==> src/rtl/ram_fifo_ctrl_if.sv <==
// ram_fifo_ctrl_if
// Bundles every non-clock signal of the byte FIFO controller: the input
// byte stream, the output byte stream, occupancy flags and the connection
// to the 16x8 dual-port RAM.
//   slave  : the controller's view (drives in_ready, out_*, count/full/empty,
//            RAM strobes, addresses and write data).
//   master : the environment's view (producer, consumer and RAM).
interface ram_fifo_ctrl_if #(
  parameter int ADDR_WIDTH = 4,
  parameter int DATA_WIDTH = 8
);
  logic [DATA_WIDTH-1:0] in_data;
  logic                  in_valid;
  logic                  in_ready;
  logic [DATA_WIDTH-1:0] out_data;
  logic                  out_valid;
  logic                  out_ready;
  logic [ADDR_WIDTH:0]   count;
  logic                  full;
  logic                  empty;
  logic                  ram_write_ready;
  logic                  ram_read_ready;
  logic                  ram_write;
  logic                  ram_read;
  logic [ADDR_WIDTH-1:0] ram_write_addr;
  logic [ADDR_WIDTH-1:0] ram_read_addr;
  logic [DATA_WIDTH-1:0] ram_write_data;
  logic [DATA_WIDTH-1:0] ram_read_data;

  modport slave (
    input  in_data, in_valid, out_ready,
    input  ram_write_ready, ram_read_ready, ram_read_data,
    output in_ready, out_data, out_valid, count, full, empty,
    output ram_write, ram_read, ram_write_addr, ram_read_addr, ram_write_data
  );

  modport master (
    output in_data, in_valid, out_ready,
    output ram_write_ready, ram_read_ready, ram_read_data,
    input  in_ready, out_data, out_valid, count, full, empty,
    input  ram_write, ram_read, ram_write_addr, ram_read_addr, ram_write_data
  );
endinterface

==> src/rtl/ram_fifo_ctrl.sv <==
// ram_fifo_ctrl
// Byte-stream FIFO controller wrapped around an external dual-port RAM.
// Accepted input bytes are written straight into the RAM (combinational
// write strobe); a four-state read FSM fetches bytes back one at a time
// and presents them on a registered valid/ready output.
// Ports:
//   clock : system clock, rising edge
//   reset : synchronous, active-high
//   bus   : ram_fifo_ctrl_if.slave (streams, occupancy, RAM connection)
module ram_fifo_ctrl #(
  parameter int ADDR_WIDTH = 4,
  parameter int DATA_WIDTH = 8
) (
  input  logic                clock,
  input  logic                reset,
  ram_fifo_ctrl_if.slave      bus
);

  localparam logic [ADDR_WIDTH:0] DEPTH = {1'b1, {ADDR_WIDTH{1'b0}}};

  typedef enum logic [1:0] {IDLE, ISSUE, WAIT, HOLD} state_t;

  state_t                state_q, state_d;
  logic [ADDR_WIDTH-1:0] wr_ptr_q, wr_ptr_d;
  logic [ADDR_WIDTH-1:0] rd_ptr_q, rd_ptr_d;
  logic [ADDR_WIDTH:0]   count_q, count_d;
  logic [DATA_WIDTH-1:0] out_data_q, out_data_d;
  logic                  out_valid_q, out_valid_d;
  logic                  ram_read_q, ram_read_d;
  logic [ADDR_WIDTH-1:0] ram_read_addr_q, ram_read_addr_d;

  logic full, empty, in_ready, wr_fire, read_start, capture;

  assign full       = (count_q == DEPTH);
  assign empty      = (count_q == '0);
  assign in_ready   = bus.ram_write_ready & ~full;
  assign wr_fire    = bus.in_valid & in_ready;
  assign read_start = (state_q == IDLE) & ~empty & bus.ram_read_ready;
  assign capture    = (state_q == WAIT) & bus.ram_read_ready;

  // State register
  always_ff @(posedge clock) begin
    if (reset) begin
      state_q         <= IDLE;
      wr_ptr_q        <= '0;
      rd_ptr_q        <= '0;
      count_q         <= '0;
      out_data_q      <= '0;
      out_valid_q     <= 1'b0;
      ram_read_q      <= 1'b0;
      ram_read_addr_q <= '0;
    end else begin
      state_q         <= state_d;
      wr_ptr_q        <= wr_ptr_d;
      rd_ptr_q        <= rd_ptr_d;
      count_q         <= count_d;
      out_data_q      <= out_data_d;
      out_valid_q     <= out_valid_d;
      ram_read_q      <= ram_read_d;
      ram_read_addr_q <= ram_read_addr_d;
    end
  end

  // Next-state logic
  always_comb begin
    state_d = state_q;
    case (state_q)
      IDLE:    if (read_start) state_d = ISSUE;
      ISSUE:   state_d = WAIT;
      WAIT:    if (bus.ram_read_ready) state_d = HOLD;
      HOLD:    if (out_valid_q & bus.out_ready) state_d = IDLE;
      default: state_d = IDLE;
    endcase
  end

  // Output / datapath logic
  always_comb begin
    wr_ptr_d        = wr_fire ? wr_ptr_q + 1'b1 : wr_ptr_q;
    rd_ptr_d        = (state_q == ISSUE) ? rd_ptr_q + 1'b1 : rd_ptr_q;
    ram_read_d      = read_start;
    ram_read_addr_d = read_start ? rd_ptr_q : ram_read_addr_q;
    out_data_d      = out_data_q;
    out_valid_d     = out_valid_q;
    count_d         = count_q;

    if (capture) begin
      out_data_d  = bus.ram_read_data;
      out_valid_d = 1'b1;
    end else if ((state_q == HOLD) & out_valid_q & bus.out_ready) begin
      out_valid_d = 1'b0;
    end

    // The RAM slot is released only at capture, so a write that wraps onto
    // the slot being fetched is blocked by full until the byte is safe.
    case ({wr_fire, capture})
      2'b10:   count_d = count_q + 1'b1;
      2'b01:   count_d = count_q - 1'b1;
      default: count_d = count_q;
    endcase
  end

  assign bus.in_ready       = in_ready;
  assign bus.full           = full;
  assign bus.empty          = empty;
  assign bus.count          = count_q;
  assign bus.out_data       = out_data_q;
  assign bus.out_valid      = out_valid_q;
  assign bus.ram_write      = wr_fire;
  assign bus.ram_write_addr = wr_ptr_q;
  assign bus.ram_write_data = bus.in_data;
  assign bus.ram_read       = ram_read_q;
  assign bus.ram_read_addr  = ram_read_addr_q;

endmodule

==> src/flat_wrapper.sv <==
// flat-port wrapper written by rule: the top's interface ports become plain ports
module ram_fifo_ctrl_flat 
#(
  parameter int ADDR_WIDTH = 4,
  parameter int DATA_WIDTH = 8
)
  (clock, reset, bus_in_data, bus_in_valid, bus_out_ready, bus_ram_write_ready, bus_ram_read_ready, bus_ram_read_data, bus_in_ready, bus_out_data, bus_out_valid, bus_count, bus_full, bus_empty, bus_ram_write, bus_ram_read, bus_ram_write_addr, bus_ram_read_addr, bus_ram_write_data);
  ram_fifo_ctrl_if #(.ADDR_WIDTH(ADDR_WIDTH), .DATA_WIDTH(DATA_WIDTH)) bus_i ();
  input  logic clock;
  input  logic reset;
  input wire logic [$bits(bus_i.in_data)-1:0] bus_in_data;
  input wire logic [$bits(bus_i.in_valid)-1:0] bus_in_valid;
  input wire logic [$bits(bus_i.out_ready)-1:0] bus_out_ready;
  input wire logic [$bits(bus_i.ram_write_ready)-1:0] bus_ram_write_ready;
  input wire logic [$bits(bus_i.ram_read_ready)-1:0] bus_ram_read_ready;
  input wire logic [$bits(bus_i.ram_read_data)-1:0] bus_ram_read_data;
  output wire logic [$bits(bus_i.in_ready)-1:0] bus_in_ready;
  output wire logic [$bits(bus_i.out_data)-1:0] bus_out_data;
  output wire logic [$bits(bus_i.out_valid)-1:0] bus_out_valid;
  output wire logic [$bits(bus_i.count)-1:0] bus_count;
  output wire logic [$bits(bus_i.full)-1:0] bus_full;
  output wire logic [$bits(bus_i.empty)-1:0] bus_empty;
  output wire logic [$bits(bus_i.ram_write)-1:0] bus_ram_write;
  output wire logic [$bits(bus_i.ram_read)-1:0] bus_ram_read;
  output wire logic [$bits(bus_i.ram_write_addr)-1:0] bus_ram_write_addr;
  output wire logic [$bits(bus_i.ram_read_addr)-1:0] bus_ram_read_addr;
  output wire logic [$bits(bus_i.ram_write_data)-1:0] bus_ram_write_data;
  assign bus_i.in_data = bus_in_data;
  assign bus_i.in_valid = bus_in_valid;
  assign bus_i.out_ready = bus_out_ready;
  assign bus_i.ram_write_ready = bus_ram_write_ready;
  assign bus_i.ram_read_ready = bus_ram_read_ready;
  assign bus_i.ram_read_data = bus_ram_read_data;
  assign bus_in_ready = bus_i.in_ready;
  assign bus_out_data = bus_i.out_data;
  assign bus_out_valid = bus_i.out_valid;
  assign bus_count = bus_i.count;
  assign bus_full = bus_i.full;
  assign bus_empty = bus_i.empty;
  assign bus_ram_write = bus_i.ram_write;
  assign bus_ram_read = bus_i.ram_read;
  assign bus_ram_write_addr = bus_i.ram_write_addr;
  assign bus_ram_read_addr = bus_i.ram_read_addr;
  assign bus_ram_write_data = bus_i.ram_write_data;
  ram_fifo_ctrl #(.ADDR_WIDTH(ADDR_WIDTH), .DATA_WIDTH(DATA_WIDTH)) u_core (.clock(clock), .reset(reset), .bus(bus_i));
endmodule
==> config.mk <==
export PLATFORM = sky130hd
export DESIGN_NAME = ram_fifo_ctrl_flat
export DESIGN_NICKNAME = d
export VERILOG_FILES = /design/src/rtl/ram_fifo_ctrl_if.sv /design/src/rtl/ram_fifo_ctrl.sv /design/src/flat_wrapper.sv
export SDC_FILE = /design/constraint.sdc
export NUM_CORES = 1
export LEC_CHECK = 0
export ABC_AREA = 1
export CAP_MARGIN = 20
export CORE_UTILIZATION = 39
export DETAILED_ROUTE_END_ITERATION = 6
export PLACE_DENSITY_LB_ADDON = 0.25
export SYNTH_ARGS = -nofsm -noshare
export SYNTH_HDL_FRONTEND = slang
export SYNTH_SLANG_ARGS = --single-unit
==> constraint.sdc <==
create_clock -name clock -period 2.18 [get_ports clock]
set_clock_uncertainty 0.2 [all_clocks]
set_input_delay 0.218 -clock clock [delete_from_list [all_inputs] [get_ports clock]]
set_output_delay 0.218 -clock clock [all_outputs]
set_load 0.03 [all_outputs]
### After elaboration in Yosys (flattened, before gate mapping)

Cells that the tools add are included.

* add/sub/neg operators: 4
* eq/ne operators: 9
* mux-type cells: 7
* bitwise operators: 10
* reduce and logical (&&, ||, !) cells: 5

Operator list (count)
* 5-bit case mux with 2 select lines: 1
* 4-bit by 1-bit adder with 4-bit output (second input constant): 2
* 1-bit AND: 8
* 2-bit case mux with 4 select lines: 1
* 2-bit == test (second input constant): 3
* 2-bit two-way mux: 3
* 5-bit by 1-bit adder with 5-bit output (second input constant): 1
* 5-bit == test (second input constant): 1
* 5-bit zero test: 1
* 5-bit by 1-bit subtractor with 5-bit output (second input constant): 1
* 2-bit by 1-bit == test with 1-bit output (second input constant): 2
* 2-bit by 1-bit != test with 1-bit output (second input constant): 2
* 2-bit nonzero test: 2
* 3-bit AND reduction: 1
* 2-bit zero test: 1
* 1-bit two-way mux: 2
* 2-bit != test (second input constant): 1
* 1-bit inverter: 2

* bits in registers: 29
* bits of input ports: 22
* logic and storage cells: 43

### Depth between registers and ports, before layout

Gate-level depths: netlist of the first run.

* depth after elaboration: 6
* mapped depth: 14

### Worst setup path before layout of the first run

No wires, ideal clock.

* path type: flip-flop to flip-flop
* start: register u_core.count_q[4] (netlist: u_core.bus.count[4])
* end: register u_core.count_q[4] (netlist: u_core.bus.count[4])
* arrival: 2088 ps
* required time: 1914 ps
* setup slack: -174 ps
* stages on the path, launching flop included: 12
* buffers on the path: 0
* clock period less this slack: 2354 ps
* path through: dfxtp_1 nand3_2 nand3_4 ha_1 inv_1 fa_1 nand3b_1 nand2_1 nand2_1 nand2_1 nand2_1 a21oi_2

* cells in the longest elaborated chain, start to end: 6

Ends and longest elaborated chain
* start, declared: line ram_fifo_ctrl.sv:26 `logic [ADDR_WIDTH:0] count_q, count_d;`
* start signal, assigned: line ram_fifo_ctrl.sv:56 `count_q <= count_d;`
* 5-bit == test: line ram_fifo_ctrl.sv:34 `assign full = (count_q == DEPTH);`
* 1-bit inverter: line ram_fifo_ctrl.sv:36 `assign in_ready = bus.ram_write_ready & ~full;`
* 1-bit AND: line ram_fifo_ctrl.sv:36
* 1-bit AND: line ram_fifo_ctrl.sv:37 `assign wr_fire = bus.in_valid & in_ready;`
* 2-bit by 1-bit == test with 1-bit output / 2-bit == test (equally long branches): line ram_fifo_ctrl.sv:95 `case ({wr_fire, capture})`
* 5-bit case mux with 2 select lines / 2-bit nonzero test (equally long branches)

Parallel ways exist; a longest one is shown, timed or not.
A chain may end at the register's enable or synchronous reset.

### Worst setup path in the final report of the first run

* start: register u_core.count_q[0] (netlist: u_core.bus.count[0])
* end: output bus_empty

* cells in the longest elaborated chain, start to end: 1

Ends and longest elaborated chain
* 5-bit zero test: line ram_fifo_ctrl.sv:35 `assign empty = (count_q == '0);`
* end, declared: line flat_wrapper.sv:22 `output wire logic [$bits(bus_i.empty)-1:0] bus_empty;`

No other way between the ends.

==> results of run 1 <==
==> path summary, 6_finish.rpt <==
kind,startpoint,end,cells past startpoint
setup / recovery,u_core.bus.count[0],bus_empty,5
hold reg to reg,u_core.bus.ram_read_addr[1],u_core.bus.ram_read_addr[1],2
hold / removal,bus_in_data[0],bus_ram_write_data[0],0
setup reg to reg,u_core.state_q[0],u_core.bus.count[4],13
==> critical path, delay by kind of cell (launching register included) <==
kind	cells	cell delay, ns
DFF	1	0.35
and+or+nand+nor	2	0.20
buffers and inverters	3	0.85
==> cells by family (layout without fill, tap and decap cells) <==
family,after synthesis,in the layout,share of synthesized area
AO/OA/AOI/OAI,32,32,0.117
XOR/XNOR,5,5,0.0288
AND/OR/NAND/NOR,85,85,0.264
flip-flops,29,29,0.382
adder cells (fa/ha/maj),11,11,0.0956
buffers and inverters,35,86,0.112
==> synthesized netlist by cell type (all sizes together) <==
cell type  count  share of area
nand2         39           0.10
nor2          33          0.091
dfxtp         29           0.38
inv           23          0.057
a21oi         18          0.069
o21ai         13          0.043
buf           10          0.046
ha            10          0.082
nand3         10          0.061
xnor2          3          0.017
xor2           2          0.012
a21o           1         0.0049
and3           1         0.0041
clkbuf         1         0.0033
clkinv         1         0.0058
fa             1          0.013
nand3b         1         0.0049
nor3           1         0.0033
==> timing repair <==
item                                    4_1_cts  5_1_grt
endpoints found under the setup margin        1        2
pin swaps                                     0        0
gates resized for setup                       1        7
==> sequential cells by signal, summed over array words and instances (netlist names) <==
| register | cells |
|---|---|
| u_core.bus.count | 5 |
| u_core.bus.out_data | 8 |
| u_core.bus.out_valid | 1 |
| u_core.bus.ram_read | 1 |
| u_core.bus.ram_read_addr | 4 |
| u_core.bus.ram_write_addr | 4 |
| u_core.rd_ptr_q | 4 |
| u_core.state_q | 2 |
==> routing by layer <==
layer  GRT usage  routed length [um]  vias to the layer above
met5           0                   0                        -
met4      0.0667                  36                        0
met3      0.0511                 159                        4
met2       0.243                1300                       35
met1       0.197                1460                      584
li1            -                   -                      713
==> metrics by stage <==
stage,cells,TNS (ns),worst slack (ns),hold slack [ns]
after floorplan,197,0,0.00335,0.167
after global placement,289,-0.230,-0.122,0.236
after detailed placement,289,-0.226,-0.120,0.236
after CTS,296,0,0.00966,0.236
after global routing,296,0,0.0160,0.236
final,296,0,0.0853,0.236
==> final cells by class <==
class	count	area, um2
clock buffers	7	86.3
multi-input cells	133	817
fillers	355	1530
repair buffers	55	512
well taps	48	60.1
inverters	24	95.1
flip-flops and latches	29	587
==> power groups by stage <==
stage               Clock [mW]  Combinational, mW  Sequential, mW
floorplan                    0              0.501           0.817
global placement             0              0.930           0.695
detailed placement           0              0.937           0.696
CTS                      0.449              0.940           0.685
global route             0.475               1.05           0.702
finish                   0.435              0.954           0.688
==> reports/results.ini, run 1 <==
[placed_design]
dp_hpwl_um = 2190
routabilityCongestion = 0.815
portBuffers = 40
placed_area_um2 = 2040

[floorplan]
start_util = 0.412
rows = 22
die_x_um = 64.4
die_y_um = 64.4
die_area_um2 = 4150
core_area_um2 = 3690
ios = 57

[final_layout]
final_util = 0.585
finalNetCount = 281
design_area_um2 = 2160
final_cell_mix = clkdlybuf4s50_1 (39), nand2_1 (36), nor2_1 (31), dfxtp_1 (24), inv_1 (19)
areaGrowthSynthToFinish_pct = 42.0
drive_gt1_frac = 0.202
final_common_cell = clkdlybuf4s50_1
antenna_cells = 0

[timing]
period_needed_ns = 2.09
rsz0062_at_grt = no
slew_viol_final = 0
fmax_ghz = 0.477
fin_crit_sh = 0.961
relSlewSlack = 0.723
setup_viol = 0
hold_viol_final = 0
worstMarginPinSlew_ns = 0.414

[clock_tree]
insertion_delay_ns = 0.27
htreeDepth = 2
hold_buffers = 0
cts_buffer_depth = 2
clock-sinks = 29
ctsRootBufferMaster = clkbuf_8
clkSlewWorstSetupHoldPaths_ns = 0.06
cts_tree = yes
postCtsSetupBuffers = 0
cts_buffers = 5

[setup_path]
cp_max_fo = 4
cp-end-kind = output port
r2r_slack_ns = 0.16
cp_cell_sequence = nor2_4 -> buf_4 -> nand3_4 -> inv_1 -> clkdlybuf4s50_1
cp.required_ns = 1.76
slowest_delay_ns = 0.67
startpoint_type = register
cp.arrival_ns = 1.68
crit_path_top_delay_cell = clkdlybuf4s50_1
critPathKind = reg -> out

[detailed_routing]
num_vias = 1336
drc = 0
wirelength_um = 2950
viasPerCell = 4.51
drt_iter0_drc = 57
ant_nets = 0
drt_pass1_iterations = 4
routedWlPerCell_um = 9.98

[pwr]
leakagePower_nw = 0.896
internal-power_mw = 1.30
irDropWorstVdd_uv = 554
combPwrFrac = 0.459
seq_power_share = 0.331
p_total_mw = 2.08
p_clk_frac = 0.209
p_sw_uw = 777
p_sw_frac = 0.374
power_density_nw_per_um2 = 963

[synthesis]
yosysSeqAreaShare = 0.382
postSynthAreaPerCell_um2 = 7.71
netlist_instances = 197
syn_area_um2 = 1520
synth_nets = 230
ys_seq_elements = 29
yosysWarningCount = 0
synth.distinct_cells = 26

[grt]
grt_pass1_wl_um = 5040
antenna_found_initial = 0
grt_util_all_layers = 0.156
grt_pass1_vias = 1185
grt_start_max_net_pins = 15
grt_overflow_total = 0

[outcome]
status = finished, final reports clean

[worst_hold_path]
hold_path_class = in -> out

[run]
cap_viol_max_count = 0

No activity file was read; power rests on OpenSTA's default activity.
==> run 2, diff against run 1 <==
Settings changed: CORE_UTILIZATION 39 to 45, CTS_CLUSTER_SIZE from default to 12.
Clock period 2.18 ns to 2.5 ns, I/O delays scaled along.
==> run 2 against run 1 <==
  * Routed wire length is 1.9% lower
  * Power is 22% lower
  * Design area is 7.4% lower
  * Hold slack better by 0.034 ns
  * Die area is 13% lower
==> reports/results.ini, run 2 (synthesized netlist as in run 1, its figures left out) <==
[outcome]
status = finished, final reports clean  ; unchanged

[pwr]
power_density_nw_per_um2 = 808  ; was 963 nW/um2
leakagePower_nw = 0.837  ; was 0.896 nW
irDropWorstVdd_uv = 423  ; was 554 uV
p_total_mw = 1.61  ; was 2.08 mW

[clock_tree]
cts_tree = yes  ; unchanged
insertion_delay_ns = 0.34  ; was 0.27 ns
ctsRootBufferMaster = clkbuf_4  ; was clkbuf_8
htreeDepth = 2  ; unchanged
clock-sinks = 29  ; unchanged
clkSlewWorstSetupHoldPaths_ns = 0.10  ; was 0.06 ns
cts_buffers = 5  ; unchanged
cts_buffer_depth = 2  ; unchanged
hold_buffers = 0  ; unchanged
postCtsSetupBuffers = 0  ; unchanged
cts_resized = 0  ; was 1

[setup_path]
critPathKind = reg -> out  ; unchanged
cp_max_fo = 6  ; was 4
startpoint_type = register  ; unchanged
cp.required_ns = 2.05  ; was 1.76 ns
r2r_slack_ns = 0.19  ; was 0.16 ns
cp.arrival_ns = 1.89  ; was 1.68 ns
rr_endpoint = u_core.bus.count[4]  ; unchanged
reg2reg_depth = 12  ; was 13
cp-end-kind = output port  ; unchanged
timing.rr.start = u_core.bus.count[1]  ; was u_core.state_q[0]

[detailed_routing]
wirelength_um = 2900  ; was 2950 um
ant_nets = 0  ; unchanged
drt_iter0_drc = 45  ; was 57
num_vias = 1306  ; was 1336
routedWlPerCell_um = 10.2  ; was 9.98 um
drc = 0  ; unchanged
drt_pass1_iterations = 4  ; unchanged
viasPerCell = 4.60  ; was 4.51

[worst_hold_path]
hold_depth = 2  ; was 0
worstHoldStart = u_core.bus.ram_read_addr[1]  ; was bus_in_data[0]
worstHoldEndpoint = u_core.bus.ram_read_addr[1]  ; was bus_ram_write_data[0]
hold_path_class = reg -> reg  ; was in -> out

[final_layout]
drive_gt1_frac = 0.129  ; was 0.202
regArea_um2 = 581  ; was 587 um2
largest_reg_flops = 8  ; unchanged
design_area_um2 = 2000  ; was 2160 um2
multiInputGateArea_um2 = 771  ; was 817 um2
fillCellCount = 289  ; was 355
finalNetCount = 272  ; was 281
antenna_cells = 0  ; unchanged
final_util = 0.639  ; was 0.585
final_common_cell = clkdlybuf4s50_1  ; unchanged
final_cell_mix = clkdlybuf4s50_1 (40), nand2_1 (37), nor2_1 (31), dfxtp_1 (29), inv_1 (19)  ; was clkdlybuf4s50_1 (39), nand2_1 (36), nor2_1 (31), dfxtp_1 (24), inv_1 (19)
areaGrowthSynthToFinish_pct = 31.5  ; was 42.0%

[floorplan]
core_area_um2 = 3130  ; was 3690 um2
ios = 57  ; unchanged
start_util = 0.486  ; was 0.412
rows = 20  ; was 22
die_area_um2 = 3610  ; was 4150 um2
die_x_um = 60.1  ; was 64.4 um
die_y_um = 60.1  ; was 64.4 um

[timing]
fin_ws_ns = 0.162  ; was 0.0853 ns
fin_setup_tns_ns = 0  ; unchanged
setup_viol = 0  ; unchanged
slew_viol_final = 0  ; unchanged
relSlewSlack = 0.728  ; was 0.723
worstMarginPinSlew_ns = 0.406  ; was 0.414 ns
rsz0062_at_grt = no  ; unchanged
fmax_ghz = 0.428
period_needed_ns = 2.34
fin_crit_sh = 0.935
hold_viol_final = 0  ; unchanged

[grt]
grt_util_all_layers = 0.194  ; was 0.156
grt_overflow_total = 0  ; unchanged
grt_pass1_vias = 1214  ; was 1185
grt_pass1_wl_um = 5110  ; was 5040 um
grt_start_max_net_pins = 15  ; unchanged
antenna_found_initial = 0  ; unchanged

[placed_design]
post-place-ws_ns = 0.0771  ; was -0.120 ns
placed_area_um2 = 1940  ; was 2040 um2
portBuffers = 40  ; unchanged
dp_hpwl_um = 2140  ; was 2190 um
routabilityCongestion = 0.825  ; was 0.815

[run]
cap_viol_max_count = 0  ; unchanged

[run 2: cell count changes in the layout (fill, tap and decap cells not counted), sizes merged]
cell,change
clkdlybuf4s50,+1
buf,-9
clkbuf,-1
clkinv,+2
dlygate4sd2,-1
[run 2: worst max-delay path by stage]
stage | cells past startpoint | end | slack (ns) | from
after floorplan | 11 | u_core.bus.count[4] | 0.15 | u_core.bus.count[4]
after global placement | 12 | u_core.bus.count[4] | 0.14 | bus_ram_read_ready
after detailed placement | 12 | u_core.bus.count[4] | 0.08 | bus_ram_read_ready
after CTS | 5 | bus_ram_write | 0.13 | u_core.bus.count[1]
after global routing | 12 | u_core.bus.count[4] | 0.03 | u_core.bus.count[1]
final | 5 | bus_ram_write | 0.16 | u_core.bus.count[1]
[run 2: area by class of cell]
type,count,share of cell area
multi-input cells,133,0.386
inverters,24,0.0476
clock buffers,6,0.0207
clock inverters,2,0.00501
well taps,44,0.0276
repair buffers,46,0.223
flip-flops and latches,29,0.291
[run 2: per-layer routing]
layer  wire [um]  part of all wire  track usage
met1        1410              0.49        0.238
met2        1230              0.42        0.286
met3         174             0.060       0.0628
met4          88             0.030        0.130
met5           0                 0            0
[run 2: worst max-delay path, stage by stage, from the launching register on]
cell and delay [ns]:
dfxtp_1 0.46, nor2_4 0.08, nand3_2 0.11, nand3_4 0.12, inv_2 0.11, clkdlybuf4s50_1 0.67
[run 2: power by group]
group	total, mW	switching (mW)	internal (mW)
Sequential	0.604	0.0667	0.537
Combinational	0.730	0.425	0.305
Clock	0.280	0.173	0.107
[run 2: metrics by stage]
step / instances / hold slack [ns]
floorplan: 197 / 0.199
global placement: 276 / 0.256
detailed placement: 276 / 0.258
CTS: 284 / 0.272
global route: 284 / 0.295
finish: 284 / 0.270
==> run 3, diff against run 2 <==
Settings changed: CORE_ASPECT_RATIO from default to 0.7.
==> run 3 against run 2 <==
  * Fmax up 2.2%
  * Largest power group unchanged
  * Design area increased by 3.7%
  * Clock power up 110%
  * Global-route usage shrank 1.2 points
  * Clock-buffer cell count shrank 1
  * First-iteration DRC count is 98% higher
  * Via count fell by 1.8%
  * Register-to-register slack better by 0.02 ns
  * Critical endpoint is now u_core.bus.count[3]
  * Die area is essentially flat
==> reports/results.ini, run 3 (synthesized netlist as in run 1, its figures left out) <==
[outcome]
status = finished, final reports clean  ; unchanged

[timing]
fin_crit_sh = 0.915  ; was 0.935
setup_viol = 0  ; unchanged
rsz0062_at_grt = no  ; unchanged
fmax_ghz = 0.437  ; was 0.428 GHz
slew_viol_final = 0  ; unchanged
period_needed_ns = 2.29  ; was 2.34 ns
fin_setup_tns_ns = 0  ; unchanged
hold_viol_final = 0  ; unchanged
fin_ws_ns = 0.213  ; was 0.162 ns
relSlewSlack = 0.783  ; was 0.728
worstMarginPinSlew_ns = 0.325  ; was 0.406 ns

[clock_tree]
clkSlewWorstSetupHoldPaths_ns = 0.07  ; was 0.10 ns
htreeDepth = 2  ; unchanged
insertion_delay_ns = 0.28  ; was 0.34 ns
cts_buffers = 5  ; unchanged
ctsRootBufferMaster = clkbuf_8  ; was clkbuf_4
cts_buffer_depth = 2  ; unchanged
cts_tree = yes  ; unchanged
clock-sinks = 29  ; unchanged

[detailed_routing]
drt_iter0_drc = 89  ; was 45
viasPerCell = 4.61  ; was 4.60
routedWlPerCell_um = 10.5  ; was 10.2 um
num_vias = 1282  ; was 1306
wirelength_um = 2920  ; was 2900 um
ant_nets = 0  ; unchanged
drt_pass1_iterations = 4  ; unchanged
drc = 0  ; unchanged

[final_layout]
areaGrowthSynthToFinish_pct = 36.4  ; was 31.5%
drive_gt1_frac = 0.133  ; was 0.129
final_util = 0.649  ; was 0.639
finalNetCount = 272  ; unchanged
multiInputGateArea_um2 = 768  ; was 771 um2
fillCellCount = 291  ; was 289
final_common_cell = clkdlybuf4s50_1  ; unchanged
largest_reg_flops = 8  ; unchanged
regArea_um2 = 582  ; was 581 um2
antenna_cells = 0  ; unchanged
final_cell_mix = clkdlybuf4s50_1 (40), nand2_1 (37), nor2_1 (31), dfxtp_1 (28), inv_1 (19)  ; was clkdlybuf4s50_1 (40), nand2_1 (37), nor2_1 (31), dfxtp_1 (29), inv_1 (19)

[floorplan]
core_area_um2 = 3190  ; was 3130 um2
die_area_um2 = 3620  ; was 3610 um2
die_y_um = 50.6  ; was 60.1 um
start_util = 0.476  ; was 0.486
ios = 57  ; unchanged
rows = 17  ; was 20
die_x_um = 71.4  ; was 60.1 um

[grt]
grt_pass1_wl_um = 4970  ; was 5110 um
grt_pass1_vias = 1077  ; was 1214
grt_overflow_total = 0  ; unchanged
antenna_found_initial = 0  ; unchanged
grt_util_all_layers = 0.182  ; was 0.194
grt_start_max_net_pins = 15  ; unchanged

[setup_path]
r2r_slack_ns = 0.21  ; was 0.19 ns
cp-end-kind = register  ; was output port
cp.arrival_ns = 2.26  ; was 1.89 ns
cp.required_ns = 2.48  ; was 2.05 ns
startpoint_type = register  ; unchanged
rr_endpoint = u_core.bus.count[3]  ; was u_core.bus.count[4]
critPathLaunch = u_core.state_q[0]  ; was u_core.bus.count[1]
cp-endpoint = u_core.bus.count[3]  ; was bus_ram_write
timing.rr.start = u_core.state_q[0]  ; was u_core.bus.count[1]
reg2reg_depth = 12  ; unchanged
critPathKind = reg -> reg  ; was reg -> out
cp_max_fo = 5  ; was 6

[worst_hold_path]
hold_path_class = reg -> reg  ; unchanged
hold_depth = 2  ; unchanged

[pwr]
leakagePower_nw = 0.875  ; was 0.837 nW
irDropWorstVdd_uv = 587  ; was 423 uV
power_density_nw_per_um2 = 928  ; was 808 nW/um2
p_total_mw = 1.92  ; was 1.61 mW

[placed_design]
routabilityCongestion = 0.826  ; was 0.825
post-place-ws_ns = 0.0538  ; was 0.0771 ns
dp_hpwl_um = 2230  ; was 2140 um
portBuffers = 40  ; unchanged

[run]
cap_viol_max_count = 0  ; unchanged

==> run 3: timing repair <==
| item | 4_1_cts | 5_1_grt |
|---|---|---|
| endpoints found under the hold margin | 0 | 0 |
| hold buffers | 0 | 0 |
| setup buffers | 0 | 0 |
| setup endpoints to repair | 0 | 2 |
| resized for setup | 0 | 1 |
==> run 3: through the flow <==
stage          instances  area, um2  hold slack [ns]
4_1_cts              278       2070            0.280
3_5_place_dp         270       1940            0.270
6_report             278       2070            0.276
3_3_place_gp         270       1940            0.262
2_1_floorplan        197       1520            0.199
5_1_grt              278       2070            0.300
==> run 3: final cells by class <==
cell class	instances	area share
Inverter	24	0.0459
Clock inverter	3	0.0314
Clock buffer	5	0.0332
Tap cell	38	0.0229
Sequential cell	29	0.281
Timing Repair Buffer	46	0.215
Multi-Input combinational cell	133	0.371
==> run 3: where the power goes <==
| part | leakage (nW) | switching (mW) | internal, mW |
|---|---|---|---|
| clock | 0.0681 | 0.181 | 0.396 |
| combinational | 0.570 | 0.430 | 0.306 |
| sequential | 0.237 | 0.0693 | 0.540 |
==> run 3: per-layer routing <==
metal,GRT usage,vias up,wire length [um],part of all wire
met3,0.0602,5,131,0.045
li1,-,697,-,-
met1,0.271,556,1590,0.55
met5,0,-,0,0
met2,0.235,24,1170,0.40
met4,0.0700,0,21,0.0072
==> run 3: worst max-delay path, stage by stage, from the launching register on <==
cell and delay (ns):
dfxtp_2 0.36, inv_1 0.06, ha_1 0.22, nand2_1 0.11
inv_2 0.05, ha_1 0.18, buf_4 0.16, ha_1 0.35
a21oi_1 0.22, a21o_1 0.13, nand3_1 0.06, nand2_1 0.06
inv_1 0.03
==> run 3: worst min path at each step <==
stage                                      startpoint                     endpoint
after floorplan                  bus_ram_read_data[1]       u_core.bus.out_data[1]
after global placement    u_core.bus.ram_read_addr[1]  u_core.bus.ram_read_addr[1]
after detailed placement  u_core.bus.ram_read_addr[3]  u_core.bus.ram_read_addr[3]
after CTS                 u_core.bus.ram_read_addr[3]  u_core.bus.ram_read_addr[3]
after global routing                   bus_in_data[0]        bus_ram_write_data[0]
final                     u_core.bus.ram_read_addr[1]  u_core.bus.ram_read_addr[1]
